$ cat src/rtl/multdiv_stall_ctrl.sv
// Sequencer for the multi-cycle multiplier/divider in the execute stage.
// Starts the unit on a mul/div issue, stalls the pipeline until the result
// (or a watchdog timeout) arrives, then emits a one-cycle writeback packet.
module multdiv_stall_ctrl #(
  parameter int unsigned MAX_CYCLES   = 40,
  parameter int unsigned CNT_W        = 6,
  parameter int unsigned RSTATUS_REG  = 30,
  parameter int unsigned MUL_EXC_CODE = 4,
  parameter int unsigned DIV_EXC_CODE = 5
) (
  input  logic        clock,
  input  logic        reset,
  input  logic        ctrl_MULT,
  input  logic        ctrl_DIV,
  input  logic [4:0]  dx_rd,
  output logic        md_start_mult,
  output logic        md_start_div,
  input  logic        md_resultRDY,
  input  logic        md_exception,
  input  logic [31:0] md_result,
  output logic        stall_pipe,
  output logic        busy,
  output logic        wb_valid,
  output logic        wb_we,
  output logic [4:0]  wb_rd,
  output logic [31:0] wb_data
);

  typedef enum logic [1:0] {
    IDLE = 2'd0,
    RUN  = 2'd1,
    DONE = 2'd2
  } state_t;

  state_t             state_q;
  state_t             state_d;
  logic [CNT_W-1:0]   cnt_q;
  logic               op_div_q;
  logic [4:0]         rd_q;
  logic               after_rst_q;
  logic               accept;
  logic               timeout;
  logic               finish;
  logic               exc;

  // Accept/start/stall decode; issue is blocked during reset and the cycle after
  always_comb begin
    accept        = 1'b0;
    md_start_mult = 1'b0;
    md_start_div  = 1'b0;
    timeout       = (cnt_q == CNT_W'(MAX_CYCLES - 1));
    finish        = 1'b0;
    exc           = 1'b0;
    state_d       = state_q;
    if (state_q == IDLE && !reset && !after_rst_q && (ctrl_MULT || ctrl_DIV)) begin
      accept = 1'b1;
    end
    md_start_mult = accept && ctrl_MULT;
    md_start_div  = accept && !ctrl_MULT && ctrl_DIV;
    case (state_q)
      IDLE: if (accept) state_d = RUN;
      RUN: begin
        if (md_resultRDY || timeout) begin
          finish  = 1'b1;
          exc     = md_resultRDY ? md_exception : 1'b1;
          state_d = DONE;
        end
      end
      DONE:    state_d = IDLE;
      default: state_d = IDLE;
    endcase
  end

  assign stall_pipe = accept || (state_q == RUN);
  assign busy       = (state_q != IDLE);

  // State, counter, latched op and registered writeback packet
  always_ff @(posedge clock) begin
    if (reset) begin
      state_q     <= IDLE;
      cnt_q       <= '0;
      op_div_q    <= 1'b0;
      rd_q        <= '0;
      after_rst_q <= 1'b1;
      wb_valid    <= 1'b0;
      wb_we       <= 1'b0;
      wb_rd       <= '0;
      wb_data     <= '0;
    end else begin
      state_q     <= state_d;
      after_rst_q <= 1'b0;
      wb_valid    <= finish;
      wb_we       <= 1'b0;
      if (accept) begin
        op_div_q <= !ctrl_MULT;
        rd_q     <= dx_rd;
        cnt_q    <= '0;
      end else if (state_q == RUN) begin
        cnt_q <= cnt_q + 1'b1;
      end
      if (finish) begin
        if (exc) begin
          wb_rd   <= 5'(RSTATUS_REG);
          wb_data <= op_div_q ? 32'(DIV_EXC_CODE) : 32'(MUL_EXC_CODE);
          wb_we   <= 1'b1;
        end else begin
          wb_rd   <= rd_q;
          wb_data <= md_result;
          wb_we   <= (rd_q != 5'd0);
        end
      end
    end
  end

endmodule
$ cat config.mk
export PLATFORM = sky130hd
export DESIGN_NAME = multdiv_stall_ctrl
export DESIGN_NICKNAME = d
export VERILOG_FILES = /design/src/rtl/multdiv_stall_ctrl.sv
export SDC_FILE = /design/constraint.sdc
export NUM_CORES = 1
export LEC_CHECK = 0
export ABC_AREA = 1
export ABC_CLOCK_PERIOD_IN_PS = 1200
export CAP_MARGIN = 20
export CORE_ASPECT_RATIO = 1.1
export CORE_MARGIN = 2
export CORE_UTILIZATION = 40
export DETAILED_ROUTE_END_ITERATION = 6
export PLACE_DENSITY_LB_ADDON = 0.12
export SYNTH_ARGS = -nofsm -noshare
export SYNTH_HDL_FRONTEND = slang
export SYNTH_SLANG_ARGS = --single-unit
$ cat constraint.sdc
create_clock -name clock -period 1.2 [get_ports clock]
set_input_delay 0.18 -clock clock [delete_from_list [all_inputs] [get_ports clock]]
set_output_delay 0.18 -clock clock [all_outputs]
set_load 0.02 [all_outputs]
Word-level counts from Yosys, hierarchy flattened
Cells that the tools add are included. W data, S select, Z words.

Latch bits: 0. Register bits after elaboration: 54. Bits in read-only memories: 0. Memories: 0. Word-level logic and storage cells: 47. Input bits: 43. Bits in writable memories: 0.

Add/subtract/negate cells: 1. Reductions and logical operators: 18. Order comparisons: 0. Eq/ne operators: 4. Shift-type cells: 0. Divide/modulo/power cells: 0. Bitwise operators: 1. Multipliers: 0. Muxes and demuxes: 14.

Operators with widths (count): $mux W32 (1); $mux W1 (9); $add A6 B1 Y6 const B (1); $eq A6 B6 Y1 const B (1); $logic_and A1 B1 Y1 (6); $mux W5 (1); $reduce_bool A5 Y1 (1); $mux W2 (2); $ne A2 B2 Y1 const B (2); $pmux W2 S2 (1); $reduce_or A2 Y1 (2); $logic_not A1 Y1 (3); $logic_or A1 B1 Y1 (3); $eq A2 B1 Y1 const B (1); $logic_not A2 Y1 (1); $reduce_and A2 Y1 (1); $reduce_bool A2 Y1 (1); $not A1 Y1 (1).

Logic depth before layout (Yosys ltp)
Gate-level depths: netlist of the first run.

Word-level depth: 7. Mapped depth: 9. Gate-level depth less buffers: 9.

Worst setup path before layout of the first run
OpenSTA, ideal clock, no wires.

Kind: flip-flop to flip-flop. Start point: reg cnt_q[0]. End point: reg wb_data[18]. Arrival time: 1.147 ns. Stages on the path, launching flop included: 10. Library setup time: 0.115 ns. Buffers on the path: 1. Period minus slack after synthesis: 1.262 ns. Setup slack: -0.062 ns. Required time: 1.085 ns. Cells stage by stage: dfxtp_1 -> ha_1 -> inv_1 -> nor2_2 -> nand2_2 -> nand2_4 -> nand2_4 -> buf_2 -> nand3_1 -> o21ai_2.

Cells in the longest elaborated chain, start to end: 5. Elaborated cells on any way between the ends: 7. Classes of those cells: 1 x eq/ne; 5 x mux; 1 x reduce/logical.

RTL lines: from (decl) (line 37) `logic [CNT_W-1:0] cnt_q;`; from (signal assigned) (line 99) `cnt_q <= cnt_q + 1'b1;`; $eq A6 B6 Y1 * (line 51) `timeout = (cnt_q == CNT_W'(MAX_CYCLES - 1));`; $logic_or A1 B1 Y1 * (line 63) `if (md_resultRDY || timeout) begin`; $mux W1 (line 63); $mux W1 (line 60) `case (state_q)`; $mux W32 (line 102) `if (exc) begin`; to (signal assigned) (line 104) `wb_data <= op_div_q ? 32'(DIV_EXC_CODE) : 32'(MUL_EXC_CODE);`; to (signal assigned) (line 108) `wb_data <= md_result;`; to (decl) (line 26) `output logic [31:0] wb_data`.

Every way passes the cells marked *; elsewhere a longest branch is shown, timed or not. A chain may end at the register's enable or synchronous reset.

Final worst setup path of the first run
Start point: reg cnt_q[0]. End point: reg wb_data[17].

The elaborated chain is that of the path after synthesis.

==> impl_metrics.toml, run 1 <==
[power]
irDropWorstVdd_uv = 725
powerDensity_mw_per_mm2 = 896
power.share.clock = 0.325
pwr-share-comb = 0.189
switching_share = 0.248
p_switching_uw = 950
p_leak_nw = 1.73
internal-power_mw = 2.88
power_frac_seq = 0.486
p_total_mw = 3.83

[run]
maxCapViolCount = 0

[floorplanning]
fp.dieArea_mm2 = 0.00635
start_util = 0.419
fp-row-count = 28
die_y_um = 83.4
die_w_um = 76.2
core_mm2 = 0.00547
ioPinCount = 86

[routing]
drc = 0
wl_um = 7000
vias = 2411
postRouteAntennaNets = 0
wl_per_cell_um = 14.1
via_per_inst = 4.86
firstDrtPassIters = 4
drt_iter0_markers = 82

[yosys]
syn_inst = 297
synth-edff-count = 0
yosys.cell_types.count = 26
synth.area.top_cells = "dfxtp_1, nand2_1, nand3_1"
ys_seq_elements = 54
ys_warn_count = 0
ys_seq_area_frac = 0.472
synthArstFlopShare = 0
synth_nets = 341
syn_area_mm2 = 0.00229
synth_flop_cell = "dfxtp_1"
synth.top_cell.area_share = 0.472
synth_top_area_cell = "dfxtp_1"
synth_area_per_cell_um2 = 7.71

[hold_path]
worstHoldPathType = "in2reg"

[cells_and_area]
drive_above_1_share = 0.406
antennaDiodeCount = 0
nNetsFinal = 465
fin_cells = 496
syn2layout_area_growth_pct = 86.5
nFillCells = 400

[global_route]
grt_pass1_vias = 2357
grt_max_degree = 20
overflow = 0
grt_usage = 0.218
antenna_found_initial = 0
grt_first_pass_wirelength_um = 11300

[sta]
relSlewSlack = 0.789
skew_ns = 0.00937
hold_violations = 0
period_minus_slack_ns = 1.47
tightest_slew_ns = 0.317
finalCritPeriodShare = 1.22
layout_setup_ws_ns = -0.266
holdWs_ns = 0.0666
drv_slew = 0
setup-violations-final = 48
rsz0062_at_grt = "true"
fmaxAchievable_ghz = 0.682

[cts]
cts.clk_slew.worst_paths_ns = 0.09
root_buffer = "clkbuf_8"
cts_buffers = 5
hold_buffers = 0
htree_levels = 2
cts_tree = "yes"
clk_path_buf_depth = 2
cts_sinks = 54
clk_latency_ns = 0.31

[setup_path]
worst-path-max-fanout = 6
critPathKind = "reg2reg"
arrival_ns = 1.67
startpoint_type = "flip-flop"
endpoint_kind = "flip-flop"
crit_required_ns = 1.41

[outcome]
status = "finished with violations"
violations = "negative setup slack"

[place]
port_buffers = 85
gp_congestion = 0.794
dp.cells = 471
hpwlAfterDp_um = 4010
[power groups by stage]
stage / sequential (mW) / clock [mW] / combinational, mW
6_report: 1.86 / 1.24 / 0.723
5_1_grt: 1.87 / 1.33 / 0.772
3_3_place_gp: 1.89 / 0 / 0.539
3_5_place_dp: 1.89 / 0 / 0.540
4_1_cts: 1.86 / 1.27 / 0.673
2_1_floorplan: 1.92 / 0 / 0.217
[timing repair]
item	in CTS	in global routing
endpoints found under the setup margin	95	80
gates resized for setup	146	77
cloned	7	0
pin swaps	11	14
buffers inserted	11	3
[synth_stat cells, types with 3 or more instances]
library cell  number
inv_1             22
nand2_2            4
o21ai_2           17
dfxtp_1           54
buf_4              6
a21oi_1           18
nand2_1           68
o21ai_0            9
nand3_1           40
buf_2              6
nor2_1            32
buf_6              3
[through the flow]
step	TNS, ns	utilization	cell area, um^2	setup slack [ns]
floorplan	0	-	2300	0.000636
global placement	-14.63	0.628	3430	-0.696
detailed placement	-15.60	0.628	3430	-0.716
CTS	-6.62	0.744	4060	-0.231
global route	-11.80	0.782	4270	-0.315
finish	-9.22	0.782	4270	-0.266
[critical path, cell delays in order (launching register included)]
cell	delay [ns]
dfxtp_2	0.37
ha_4	0.14
inv_2	0.04
nor2_2	0.09
nand2_2	0.10
nand2_8	0.12
buf_12	0.13
buf_12	0.13
nand2_4	0.10
nand3_2	0.08
o21ai_2	0.05
[final cells by class]
| class | instances | area, um^2 | area share |
|---|---|---|---|
| Multi-Input combinational cell | 205 | 1440 | 0.336 |
| Timing Repair Buffer | 131 | 1430 | 0.335 |
| Sequential cell | 54 | 1090 | 0.254 |
| Inverter | 24 | 113 | 0.0264 |
| Tap cell | 75 | 93.8 | 0.0220 |
| Clock buffer | 6 | 82.6 | 0.0193 |
| Clock inverter | 1 | 30.0 | 0.00703 |
[registers in the layout (all words and copies together) (netlist names)]
register	flops
wb_data	32
cnt_q	6
rd_q	5
wb_rd	5
state_q	2
after_rst_q	1
op_div_q	1
wb_valid	1
wb_we	1
[worst paths after layout]
| kind | slack, ns | depth (start not counted) | start | endpoint |
|---|---|---|---|---|
| hold / removal | 0.07 | 1 | reset | after_rst_q |
| hold reg to reg | 0.47 | 2 | wb_rd[2] | wb_rd[2] |
| setup / recovery | -0.27 | 10 | cnt_q[0] | wb_data[17] |
| setup reg to reg | -0.27 | 10 | cnt_q[0] | wb_data[17] |
[layout by cell type (no fill, tap or decap), types with 2 or more instances in the layout]
cell type,count
nand2_4,4
o21ai_1,3
dfxtp_2,4
nor2_2,2
nand3_4,5
o21ai_0,6
nor2_1,27
a21oi_1,4
clkdlybuf4s50_1,40
buf_16,4
clkbuf_2,6
clkinv_4,2
clkbuf_8,6
nand2_8,3
o21ai_2,19
clkdlybuf4s15_1,26
buf_12,12
buf_4,21
a21oi_2,14
nand3_1,4
nand2_2,10
dfxtp_1,50
dlygate4sd2_1,8
nor2_4,4
nand2_1,60
inv_2,4
inv_1,17
buf_6,12
nand3_2,32
nand4_1,2
[cells by family (layout without fill, tap and decap cells)]
| family | after synthesis | count (layout) | synth area share |
|---|---|---|---|
| buffers and inverters | 41 | 162 | 0.0901 |
| flip-flops | 54 | 54 | 0.472 |
| AND/OR/NAND/NOR | 152 | 155 | 0.293 |
| AO/OA/AOI/OAI | 48 | 48 | 0.135 |
| adder cells (fa/ha/maj) | 1 | 1 | 0.00546 |
| XOR/XNOR | 1 | 1 | 0.00382 |
[metal layers]
layer	track usage	up-vias	wire (um)
met2	0.395	67	3720
met3	0.0304	9	289
met4	0.0744	0	99
met1	0.264	1124	2900
met5	0	-	0
li1	-	1211	-
Power figures use the tool's default switching activity.
==> inputs of run 2 (changes only) <==
--- a/config.mk
+++ b/config.mk
@@ -7,7 +7,7 @@
 export LEC_CHECK = 0
 export ABC_AREA = 1
 export ABC_CLOCK_PERIOD_IN_PS = 1200
-export CAP_MARGIN = 20
+export CAP_MARGIN = 30
 export CORE_ASPECT_RATIO = 1.1
 export CORE_MARGIN = 2
 export CORE_UTILIZATION = 40
==> results of run 2 <==
Same layout as run 1: the final DEF is identical, and so are final timing and power.
==> RTL change (settings of run 2) <==
Change the parameter `CNT_W` from 6 to 12.
--- a/src/rtl/multdiv_stall_ctrl.sv
+++ b/src/rtl/multdiv_stall_ctrl.sv
@@ -4,5 +4,5 @@
 module multdiv_stall_ctrl #(
   parameter int unsigned MAX_CYCLES   = 40,
-  parameter int unsigned CNT_W        = 6,
+  parameter int unsigned CNT_W        = 12,
   parameter int unsigned RSTATUS_REG  = 30,
   parameter int unsigned MUL_EXC_CODE = 4,
Formal check against the unedited RTL: same outputs for any inputs over 10 cycles, from zero or initial values and one cycle with reset high; that may be too few to reach the edited logic, so the function may still have changed.
==> RTL change against run 2 <==
  * The flow still finishes with violations (setup timing)
  * Sequential cell count rose by 6
  * Synthesized cell count rose by 21%
  * Wire length rose by 29%
  * Synthesized area rose by 10%
  * Setup slack improved by 0.018 ns
  * Fmax rose by 1.2%
  * Clock skew barely moved
  * Final area rose by 12%
  * Die area rose by 9.7%
  * Count of clock-buffer cells in the layout rose by 6
  * Total power rose by 23%
  * Non-clock buffer count rose by 19
  * Utilization fell by 0.68 points
  * Largest cell class unchanged
==> RTL change: results (changes against run 2) <==
| Metric | Value |
|---|---|
| Synthesized net count | `402 (+18%)` |
| CP max-delay cell | `dfxtp_2` |
| Yosys warns | `0 (unchanged)` |
| Setup TNS | `-10.74 ns (-1.52 ns)` |
| Gpl congestion | `0.790 (-0.42%)` |
| Worst-Margin Slew | `0.322 ns (+0.00518 ns)` |
| Maximum clock path buffer count | `2 (unchanged)` |
| Ys async rst share | `0% (unchanged)` |
| Min setup slack post-route | `-0.248 ns (+0.0179 ns)` |
| Final Skew | `0.00926 ns (-0.000108 ns)` |
| Distinct cell type count after synthesis | `26 (unchanged)` |
| Reg clk slew, reported paths | `0.07 ns (-0.02 ns)` |
| Failing checks | `setup timing` |
| Status | `complete, but fails checks` |
| DR WL/cell | `15.4 um (+9.1%)` |
| Final HPWL DP | `4870 um (+21%)` |
| DR vias | `2912 (+21%)` |
| Worst IR Drop VDD | `0.000782 V (+7.8%)` |
| Placed cell areas | `3780 sq um (+10%)` |
| Largest net degree at the start of global routing | `28 (+40%)` |
| Crit path DAT | `1.69 ns (+0.02 ns)` |
| Vias in the first global route | `2760 (+17%)` |
| Sequential area share after synthesis | `47.6% (+0.38 points)` |
| Antenna violations before repair | `0 (unchanged)` |
| Gr usage total | `23.7% (+1.9 points)` |
| Skew-Pair Late Insertion Delay | `0.34 ns (+0.03 ns)` |
| Net Switching | `1.21 mW (+28%)` |
| Nets | `549 (+18%)` |
| Main synth FF type | `dfxtp_1` |
| DR iter-0 viols | `160 (+95%)` |
| H-Tree Depth | `3 (+1)` |
| Largest cells by area after synthesis | `dfxtp_1 (48%), nand2_1 (14%), nand3_1 (7.7%)` |
| Final hold vios | `0 (unchanged)` |
| First-pass GRT wire length | `12800 um (+13%)` |
| Root Buffer | `clkbuf_8` |
| Layout cells sized above 1 | `43.1% (+2.5 points)` |
| Drt pass-1 iters | `4 (unchanged)` |
| Final setup vio count | `62 (+29%)` |
| PortBufs | `85 (unchanged)` |
| Num CTS Buffers | `9 (+4)` |
| Critical-path maximum fanout | `8 (+2)` |
| Leakage | `2.02 nW (+17%)` |
| Commonest cells post-synth | `nand2_1 (97), dfxtp_1 (60), nor2_1 (45)` |
| Top flop regs | `wb_data x32, cnt_q x12` |
| Antenna Cells | `0 (unchanged)` |
| HP Class | `in -> reg` |
| Top delay family on crit path | `simple AND/OR/NAND/NOR gates` |
-- RTL change: changes by cell type after synthesis, moves of 2 or more --
cell	delta
inv_1	+8
o21ai_2	-17
nand2_2	-2
dfxtp_1	+6
buf_4	-5
nand4_1	+5
nand2_1	+29
buf_2	-2
o21ai_0	+15
clkbuf_1	+8
o21ai_1	-2
nor2_1	+13
a21oi_1	+6
-- RTL change: power groups by stage --
stage | clock (mW) | combinational, mW | sequential [mW]
finish | 1.83 | 0.810 | 2.07
global route | 1.94 | 0.856 | 2.07
CTS | 1.84 | 0.686 | 2.06
detailed placement | 0 | 0.566 | 2.10
global placement | 0 | 0.560 | 2.10
floorplan | 0 | 0.227 | 2.13
-- RTL change: final timing paths --
kind                                  start          end  slack, ns  cells after the start
worst max-delay path               cnt_q[0]  wb_data[11]      -0.25                     10
worst min-delay path               dx_rd[3]      rd_q[3]       0.39                      3
worst max register to register     cnt_q[0]  wb_data[11]      -0.25                     10
worst min register to register  wb_data[17]  wb_data[17]       0.47                      2
-- RTL change: logic make-up after synthesis --
kind of cell	count (synthesis)	share of synthesized area, %
buffers and inverters	50	8.37
adder cells (fa/ha/maj)	1	0.495
AO/OA/AOI/OAI	50	10.2
AND/OR/NAND/NOR	196	33.1
flip-flops	60	47.6
XOR/XNOR	1	0.347
-- RTL change: routing by layer --
metal	wire [um]	GRT usage [%]
met2	4920	42.9
met5	0	0
met3	417	5.81
met1	3530	26.3
met4	187	10.2
-- RTL change: what timing repair did --
| action | 4_1_cts | 5_1_grt |
|---|---|---|
| gates cloned | 6 | 3 |
| setup buffers | 11 | 7 |
| gates resized for setup | 163 | 105 |
| hold buffers | 0 | 0 |
| setup endpoints to repair | 101 | 86 |
| pin swaps | 29 | 25 |
-- RTL change: cell type report --
| class | instances | area (sq um) |
|---|---|---|
| inverter | 32 | 140 |
| fill | 441 | 1390 |
| clock buffer | 12 | 155 |
| timing repair inverter | 1 | 11.3 |
| clock inverter | 2 | 35.0 |
| tap | 80 | 100 |
| multi-input combinational | 251 | 1640 |
| sequential | 60 | 1210 |
| timing repair buffer | 150 | 1480 |
-- RTL change: per-stage QoR --
step | instances | hold slack, ns | setup slack (ns) | util (%)
after floorplan | 358 | 0.208 | -0.0567 | -
after global placement | 547 | 0.447 | -0.719 | 61.4
after detailed placement | 547 | 0.460 | -0.761 | 61.4
after global routing | 588 | 0.404 | -0.316 | 77.5
after CTS | 578 | 0.388 | -0.222 | 72.5
final | 588 | 0.388 | -0.248 | 77.5
-- RTL change: worst register-to-register path, stage by stage, from the launching register on --
cell and delay, ns:
dfxtp_2 0.37, ha_4 0.15, inv_2 0.03, nor2_2 0.09, nand3_2 0.10, nand2_4 0.14, buf_12 0.19, buf_12 0.13
nand3_2 0.05, nand2_1 0.06, nor2_1 0.04
